$ cat src/rtl/agu_arb_pkg.sv
// Shared types and constants for the AGU arbiter.
package agu_arb_pkg;

  typedef enum logic [1:0] {
    StIdle,
    StIssue,
    StRun
  } agu_state_e;

  localparam int unsigned WDOG_LIMIT = 255;

  // Index width that stays legal for a single requester.
  function automatic int unsigned id_width(int unsigned n);
    return (n > 1) ? $clog2(n) : 1;
  endfunction

endpackage

$ cat src/rtl/rr_arbiter.sv
// Round-robin picker: searches upward from last_grant+1 with wrap.
module rr_arbiter
  import agu_arb_pkg::*;
#(
  parameter int unsigned NUM_REQ = 2
) (
  input  logic [NUM_REQ-1:0]              req,
  input  logic [id_width(NUM_REQ)-1:0]    last_grant,
  output logic [NUM_REQ-1:0]              grant,
  output logic [id_width(NUM_REQ)-1:0]    grant_idx
);

  localparam int unsigned IdW = id_width(NUM_REQ);

  logic        found;
  int unsigned cand;

  always_comb begin
    grant     = '0;
    grant_idx = '0;
    found     = 1'b0;
    cand      = 0;
    for (int unsigned i = 1; i <= NUM_REQ; i++) begin
      cand = (int'(last_grant) + i) % NUM_REQ;
      if (!found && req[cand]) begin
        found       = 1'b1;
        grant[cand] = 1'b1;
        grant_idx   = IdW'(cand);
      end
    end
  end

endmodule

$ cat src/rtl/agu_arbiter.sv
// Shares one address-generation unit between NUM_REQ requesters, round-robin.
// Optional watchdog on a stuck RUN phase: define AGU_ARB_WATCHDOG_EN.
module agu_arbiter
  import agu_arb_pkg::*;
#(
  parameter int unsigned NUM_REQ    = 2,
  parameter int unsigned ADDR_WIDTH = 5,
  parameter int unsigned OFF_WIDTH  = 8
) (
  input  logic                            clk,
  input  logic                            rst,
  input  logic [NUM_REQ-1:0]              req_valid,
  output logic [NUM_REQ-1:0]              req_ready,
  input  logic [NUM_REQ*ADDR_WIDTH-1:0]   req_addr,
  input  logic [NUM_REQ*ADDR_WIDTH-1:0]   req_max_reg,
  input  logic [NUM_REQ*3-1:0]            req_vlmul,
  input  logic [NUM_REQ*OFF_WIDTH-1:0]    req_max_off,
  output logic                            agu_en,
  output logic [ADDR_WIDTH-1:0]           agu_addr,
  output logic [ADDR_WIDTH-1:0]           agu_max_reg,
  output logic [2:0]                      agu_vlmul,
  output logic [OFF_WIDTH-1:0]            agu_max_off,
  input  logic                            agu_addr_end,
  output logic [id_width(NUM_REQ)-1:0]    owner_id,
  output logic                            busy,
`ifdef AGU_ARB_WATCHDOG_EN
  output logic                            wdog_err,
`endif
  output logic [NUM_REQ-1:0]              done
);

  localparam int unsigned IdW = id_width(NUM_REQ);

  agu_state_e            state_q, state_d;
  logic [IdW-1:0]        last_grant_q;
  logic [IdW-1:0]        owner_q;
  logic [ADDR_WIDTH-1:0] addr_q, max_reg_q;
  logic [2:0]            vlmul_q;
  logic [OFF_WIDTH-1:0]  max_off_q;

  logic [NUM_REQ-1:0]    grant;
  logic [IdW-1:0]        grant_idx;
  logic                  accept, complete;

  rr_arbiter #(
    .NUM_REQ (NUM_REQ)
  ) u_rr (
    .req        (req_valid),
    .last_grant (last_grant_q),
    .grant      (grant),
    .grant_idx  (grant_idx)
  );

`ifdef AGU_ARB_WATCHDOG_EN
  logic [7:0] wdog_cnt_q;
  logic       wdog_hit;

  always_ff @(posedge clk) begin
    if (rst) begin
      wdog_cnt_q <= '0;
    end else if (state_q == StIssue) begin
      wdog_cnt_q <= '0;
    end else if (state_q == StRun) begin
      wdog_cnt_q <= wdog_cnt_q + 8'd1;
    end
  end

  assign wdog_hit = (wdog_cnt_q == 8'(WDOG_LIMIT));
`endif

  always_comb begin
    state_d  = state_q;
    accept   = 1'b0;
    complete = 1'b0;
`ifdef AGU_ARB_WATCHDOG_EN
    wdog_err = 1'b0;
`endif
    unique case (state_q)
      StIdle: begin
        accept = |req_valid;
      end
      StIssue: begin
        if (agu_addr_end) begin
          complete = 1'b1;
          accept   = |req_valid;
        end else begin
          state_d = StRun;
        end
      end
      StRun: begin
        if (agu_addr_end) begin
          complete = 1'b1;
          accept   = |req_valid;
        end
`ifdef AGU_ARB_WATCHDOG_EN
        else if (wdog_hit) begin
          wdog_err = 1'b1;
          state_d  = StIdle;
        end
`endif
      end
      default: state_d = StIdle;
    endcase
    if (complete) state_d = StIdle;
    if (accept)   state_d = StIssue;
    // Reset wins over everything, including a same-cycle completion.
    if (rst) begin
      state_d  = StIdle;
      accept   = 1'b0;
      complete = 1'b0;
`ifdef AGU_ARB_WATCHDOG_EN
      wdog_err = 1'b0;
`endif
    end
  end

  always_comb begin
    req_ready       = accept ? grant : '0;
    done            = '0;
    done[owner_q]   = complete;
  end

  always_ff @(posedge clk) begin
    if (rst) begin
      state_q      <= StIdle;
      last_grant_q <= IdW'(NUM_REQ - 1);
      owner_q      <= '0;
      addr_q       <= '0;
      max_reg_q    <= '0;
      vlmul_q      <= '0;
      max_off_q    <= '0;
    end else begin
      state_q <= state_d;
      if (accept) begin
        last_grant_q <= grant_idx;
        owner_q      <= grant_idx;
        addr_q       <= req_addr[int'(grant_idx)*ADDR_WIDTH +: ADDR_WIDTH];
        max_reg_q    <= req_max_reg[int'(grant_idx)*ADDR_WIDTH +: ADDR_WIDTH];
        vlmul_q      <= req_vlmul[int'(grant_idx)*3 +: 3];
        max_off_q    <= req_max_off[int'(grant_idx)*OFF_WIDTH +: OFF_WIDTH];
      end
    end
  end

  assign agu_en      = (state_q == StIssue);
  assign busy        = (state_q != StIdle);
  assign owner_id    = owner_q;
  assign agu_addr    = addr_q;
  assign agu_max_reg = max_reg_q;
  assign agu_vlmul   = vlmul_q;
  assign agu_max_off = max_off_q;

endmodule

$ cat config.mk
export PLATFORM = sky130hd
export DESIGN_NAME = agu_arbiter
export DESIGN_NICKNAME = d
export VERILOG_FILES = /design/src/rtl/agu_arb_pkg.sv /design/src/rtl/rr_arbiter.sv /design/src/rtl/agu_arbiter.sv
export SDC_FILE = /design/constraint.sdc
export NUM_CORES = 1
export LEC_CHECK = 0
export ABC_CLOCK_PERIOD_IN_PS = 4700
export BUFFER_PORTS_ARGS = -buffer_cell sky130_fd_sc_hd__buf_4
export CORE_MARGIN = 4
export CORE_UTILIZATION = 48
export CTS_CLUSTER_DIAMETER = 60
export DETAILED_ROUTE_END_ITERATION = 7
export GPL_TIMING_DRIVEN = 0
export PLACE_DENSITY = 0.85
export REMOVE_ABC_BUFFERS = 1
export SYNTH_ARGS = -nofsm -noshare
export SYNTH_HDL_FRONTEND = slang
export SYNTH_HIERARCHICAL = 1
export SYNTH_SLANG_ARGS = --single-unit
$ cat constraint.sdc
create_clock -name clk -period 4.7 [get_ports clk]
set_input_delay 0.94 -clock clk [delete_from_list [all_inputs] [get_ports clk]]
set_output_delay 0.94 -clock clk [all_outputs]
set_load 0.05 [all_outputs]
---- Yosys cells after proc, flatten, opt, wreduce, memory -nomap -nowiden ----
Index checks and enable logic that the tools add are counted.
word-level totals
  output and inout bits ................... 28
  register bits after elaboration ......... 25
operators by class
  shift-type cells ........................ 4
  eq/ne operators ......................... 5
  multipliers ............................. 2
  reductions and logical operators ........ 13
  $add $sub $neg .......................... 2
  bitwise logic cells ..................... 3
  muxes and demuxes ....................... 26
  order comparisons ....................... 6
operator list
  kind                   count
  $shiftx A10 B5 Y5      2
  $mux W1                17
  $shiftx A16 B5 Y8      1
  $mux W2                4
  $lt A1 B2 Y1 const B   3
  $reduce_or A2 Y1       3
  $shiftx A6 B4 Y3       1
  $logic_and A1 B1 Y1    4
  $mul A1 B3 Y4 const B  1
  $ne A4 B2 Y1 const B   1
  $pmux W2 S2            1
  $reduce_and A2 Y1      2
  $demux W1 S1           3
  $ge A1 B1 Y1 const B   3
  $mul A1 B2 Y3 const B  1
  $ne A3 B1 Y1 const B   1
  $reduce_or A3 Y1       1
  $add A1 B1 Y1 const B  2
  $and A2 B2 Y2          1
  $eq A2 B1 Y1 const B   1
  $eq A2 B2 Y1 const B   1
  $logic_not A2 Y1       1
  $ne A2 B2 Y1 const B   1
  $or A2 B2 Y2           1
  other kinds (4)        4

---- Logic depth before layout (Yosys ltp) ----
  depth in word-level cells ............... 9
  depth in mapped cells ................... 6

---- Cells and area by module ----
Netlist, hierarchy kept.
modules (own cells, without submodules)
  module       cells an instance  instances  seq. area each (um^2)  area each (um^2)
  agu_arbiter  129                1          500.5                  1367.6
  rr_arbiter   4                  1          0.0                    26.3

---- Least setup slack after synthesis ----
OpenSTA, ideal clock, no wires.
  path kind ............................... input to output
  start ................................... input port req_valid[1]
  end ..................................... output port req_ready[0]
  slack ................................... 1.320 ns
  stages .................................. 4
  buffers on the path ..................... 1
  data required time ...................... 3.760 ns
  arrival ................................. 2.440 ns
  path through ............................ o21ba_1 -> buf_6 -> nand2_1 -> nor3b_1
on the way
  cells in the longest elaborated chain, start to end .. 7
  elaborated cells between the ends (all ways) .. 15
ends and longest elaborated chain
  element                                      RTL line            RTL
  from (decl)                                  agu_arbiter.sv:12   input logic [NUM_REQ-1:0] req_valid,
  $mux W1 (not written as such) (2 in series)  rr_arbiter.sv:25    if (!found && req[cand]) begin
  $mux W1                                      rr_arbiter.sv:25
  $logic_not A1 Y1                             rr_arbiter.sv:25
  $logic_and A1 B1 Y1                          rr_arbiter.sv:25
  $mux W2                                      rr_arbiter.sv:25
  $mux W2 *                                    agu_arbiter.sv:118  req_ready = accept ? grant : '0;
  to (decl)                                    agu_arbiter.sv:13   output logic [NUM_REQ-1:0] req_ready,
Every way passes the cells marked *; elsewhere a longest branch is shown, timed or not. The select of a mux whose other input is x is not followed.

---- Worst setup path after layout ----
  start ................................... input port req_valid[0]
  end ..................................... output port req_ready[0]
Same word-level chain as after synthesis.

==> impl_results.md <==
- Final GP Congestion: 0.798
- Total die area: 3830 sq um
- Yosys cell types: 27
- Highest clock frequency the design can meet: 291 MHz
- Leftover overflow at the end of global routing: 0
- Part of the Yosys area used for sequential elements: 35.9%
- Port bufs: 74
- Critical path arrival: 2.50 ns
- Slew headroom: 36.3%
- CTS clk-pin slew, worst paths: 0.13 ns
- Count of antenna-violating nets left after detailed routing: 0
- Net switching fraction of the power: 42.6%
- Number of top-level pins: 75
- Post-synthesis cell count: 133
- Most used flip-flop cell after synthesis: sky130_fd_sc_hd__dfxtp_1
- Leakage power: 0.000878 uW
- Placement-stage cell area: 1910 sq um
- Internal: 392 uW
- CTS buffer count: 3
- Maximum clock path buffer count: 2
- Max-capacitance violation count: 0
- Unrepaired setup endpoints after global routing: false
- DRC violations left: 0
- Initial core utilization: 50.5%
- Power after layout: 684 uW
- Final worst-path cycle share: 73.2%
- Chip height: 61.9 um
- Crit Path Max Fanout: 25
- Fraction of registers with async set/reset: 0%
- Flip-flop count of the largest register after layout: 8
- Min-delay worst type: reg -> reg
- Number of instances resized during post-cts repair: 0
- Largest area contributor in the synthesized netlist: sky130_fd_sc_hd__dfxtp_1
- Run status: finished clean
- Placement row count: 19
- DP Wirelength: 2520 um
- Pins Over Slew Limit: 0
- Post-CTS setup repair buffer count: 0
- Number of enable-type register cells in the synthesized netlist: 0
- Startpoint kind of the worst setup timing path: primary input
- Most repeated cell in the gate-level netlist after synthesis: sky130_fd_sc_hd__dfxtp_1
- Total of endpoints with negative setup slack in the final report: 0
- Worst reg2reg setup slack: 2.56 ns
- Number of antenna violations at the first check in global routing: 0
- Mean area per synthesized cell: 10.5 sq um
- Global-route wire length before repair: 5660 um
- Routed len/inst: 15.2 um
- Worst voltage drop across the vdd grid: 0.278 mV
- Most frequent cells after synthesis: sky130_fd_sc_hd__dfxtp_1, sky130_fd_sc_hd__a21oi_1, sky130_fd_sc_hd__mux2i_1, sky130_fd_sc_hd__a211oi_2, sky130_fd_sc_hd__buf_2
- Root buf cell: sky130_fd_sc_hd__clkbuf_4
- GRT Overall Usage: 19.1%
- Width of the die: 61.9 um
- Final wirelength: 3490 um
- Netlist area before placement: 1390 sq um
- Setup crit end kind: output port
- CTS sink count: 25
- Net switching component of the power: 291 uW
- Skew-Pair Late Insertion Delay: 0.31 ns
- Sequential fraction of design power: 38.1%
- Hold Worst Slack: 0.545 ns
- Fillers: 231
- Worst setup skew after layout: 0.00232 ns
- Synthesis-to-layout area growth: 38.8%
- Vias: 1278
- H-tree levels: 1
- Fin crit period: 3.44 ns
- DR iter-0 viols: 52
- Critical path class: in -> out
- Core Area: 2760 sq um
- Via count of the first global-routing pass: 1324
- Largest net degree at the start of global routing: 30
- Net count, final: 250
- Critical path data required time: 3.76 ns
- CTS Hold Buffers Added: 0
- Combinational group share of total power: 48.1%
- Clock tree from TritonCTS: done
- Fraction of layout cells with a size suffix above 1: 51.5%
- Detailed-router iteration count before antenna repair: 6
- Number of warnings reported in the yosys synthesis log: 6
- Pwr/cell area: 353 nW/um^2
- Final hold violation count: 0
- Clock Power Share: 13.8%
- Via density per instance: 5.58
- Leading post-synthesis cells by cell area: sky130_fd_sc_hd__dfxtp_1, sky130_fd_sc_hd__a211oi_2, sky130_fd_sc_hd__mux2i_1
- Tightest Pin Transition: 0.954 ns
- Share of the synthesized area in the top cell type: 35.9%
- Total inserted antenna cells: 0
- Final sum of negative setup slack: 0 ns
- Final design area excluding fillers: 1930 sq um
- Flops & latches, synth: 25
## power by group through the flow
stage	sequential, uW	clock, uW	combinational (uW)
finish	260	94.2	329
global route	264	109	350
CTS	260	98.4	331
detailed placement	264	0	331
global placement	262	0	325
floorplan	354	0	132
## through the flow
step | worst slack (ns) | util, % | cells
finish | 1.26 | 70.1 | 229
detailed placement | 1.25 | 69.1 | 225
global placement | -0.00539 | 68.7 | 225
CTS | 1.24 | 70.1 | 229
floorplan | 0.857 | - | 120
global route | 1.05 | 70.1 | 229
## placed cells by master, fill, tap and decap left out, drive strengths merged
cell type,n
buf,74
dfxtp,25
a21oi,23
mux2i,21
a211oi,21
inv,4
ha,4
a21boi,4
nor3b,3
clkbuf,3
nor3,3
nand2,2
a211o,2
o21ba,2
a21o,1
and2,1
nor2,1
o31ai,1
nand3,1
and3,1
clkinv,1
## final cells by class
cell class	instances	area [sq um]	area share, %
Clock buffer	3	22.5	1.16
Clock inverter	1	5.00	0.259
Inverter	4	15.0	0.776
Multi-Input combinational cell	91	797	41.2
Sequential cell	25	500	25.9
Tap cell	31	38.8	2.01
Timing Repair Buffer	74	556	28.7
## cell families after synthesis
family                     after synthesis  synth area share (%)
AOI/OAI and AO/OA                       54                  32.4
adders and majority gates                4                  3.59
buffers and inverters                   17                  7.72
DFF                                     25                  35.9
muxes                                   21                  15.1
and+or+nand+nor                         12                  5.30
## path summary, 6_finish.rpt
kind,startpoint,to,cells after the start
worst max register to register,state_q[0],agu_addr[4],4
worst min-delay path,agu_max_reg[4],agu_max_reg[4],2
worst max-delay path,req_valid[0],req_ready[0],5
worst min register to register,agu_max_reg[4],agu_max_reg[4],2
## worst max-delay path: stages
cell and delay, ns:
sky130_fd_sc_hd__buf_4 0.11, sky130_fd_sc_hd__o21ba_1 0.71, sky130_fd_sc_hd__nand2_1 0.25, sky130_fd_sc_hd__nor3b_1 0.25, sky130_fd_sc_hd__buf_4 0.23
## per-layer routing
metal | share of wire (%) | wire length [um] | track usage, %
met5 | 0 | 0 | 0
met4 | 0.72 | 25 | 6.06
met2 | 47 | 1650 | 32.6
met3 | 7.2 | 253 | 2.69
met1 | 45 | 1560 | 24.9
No activity file was read; power rests on OpenSTA's default activity.
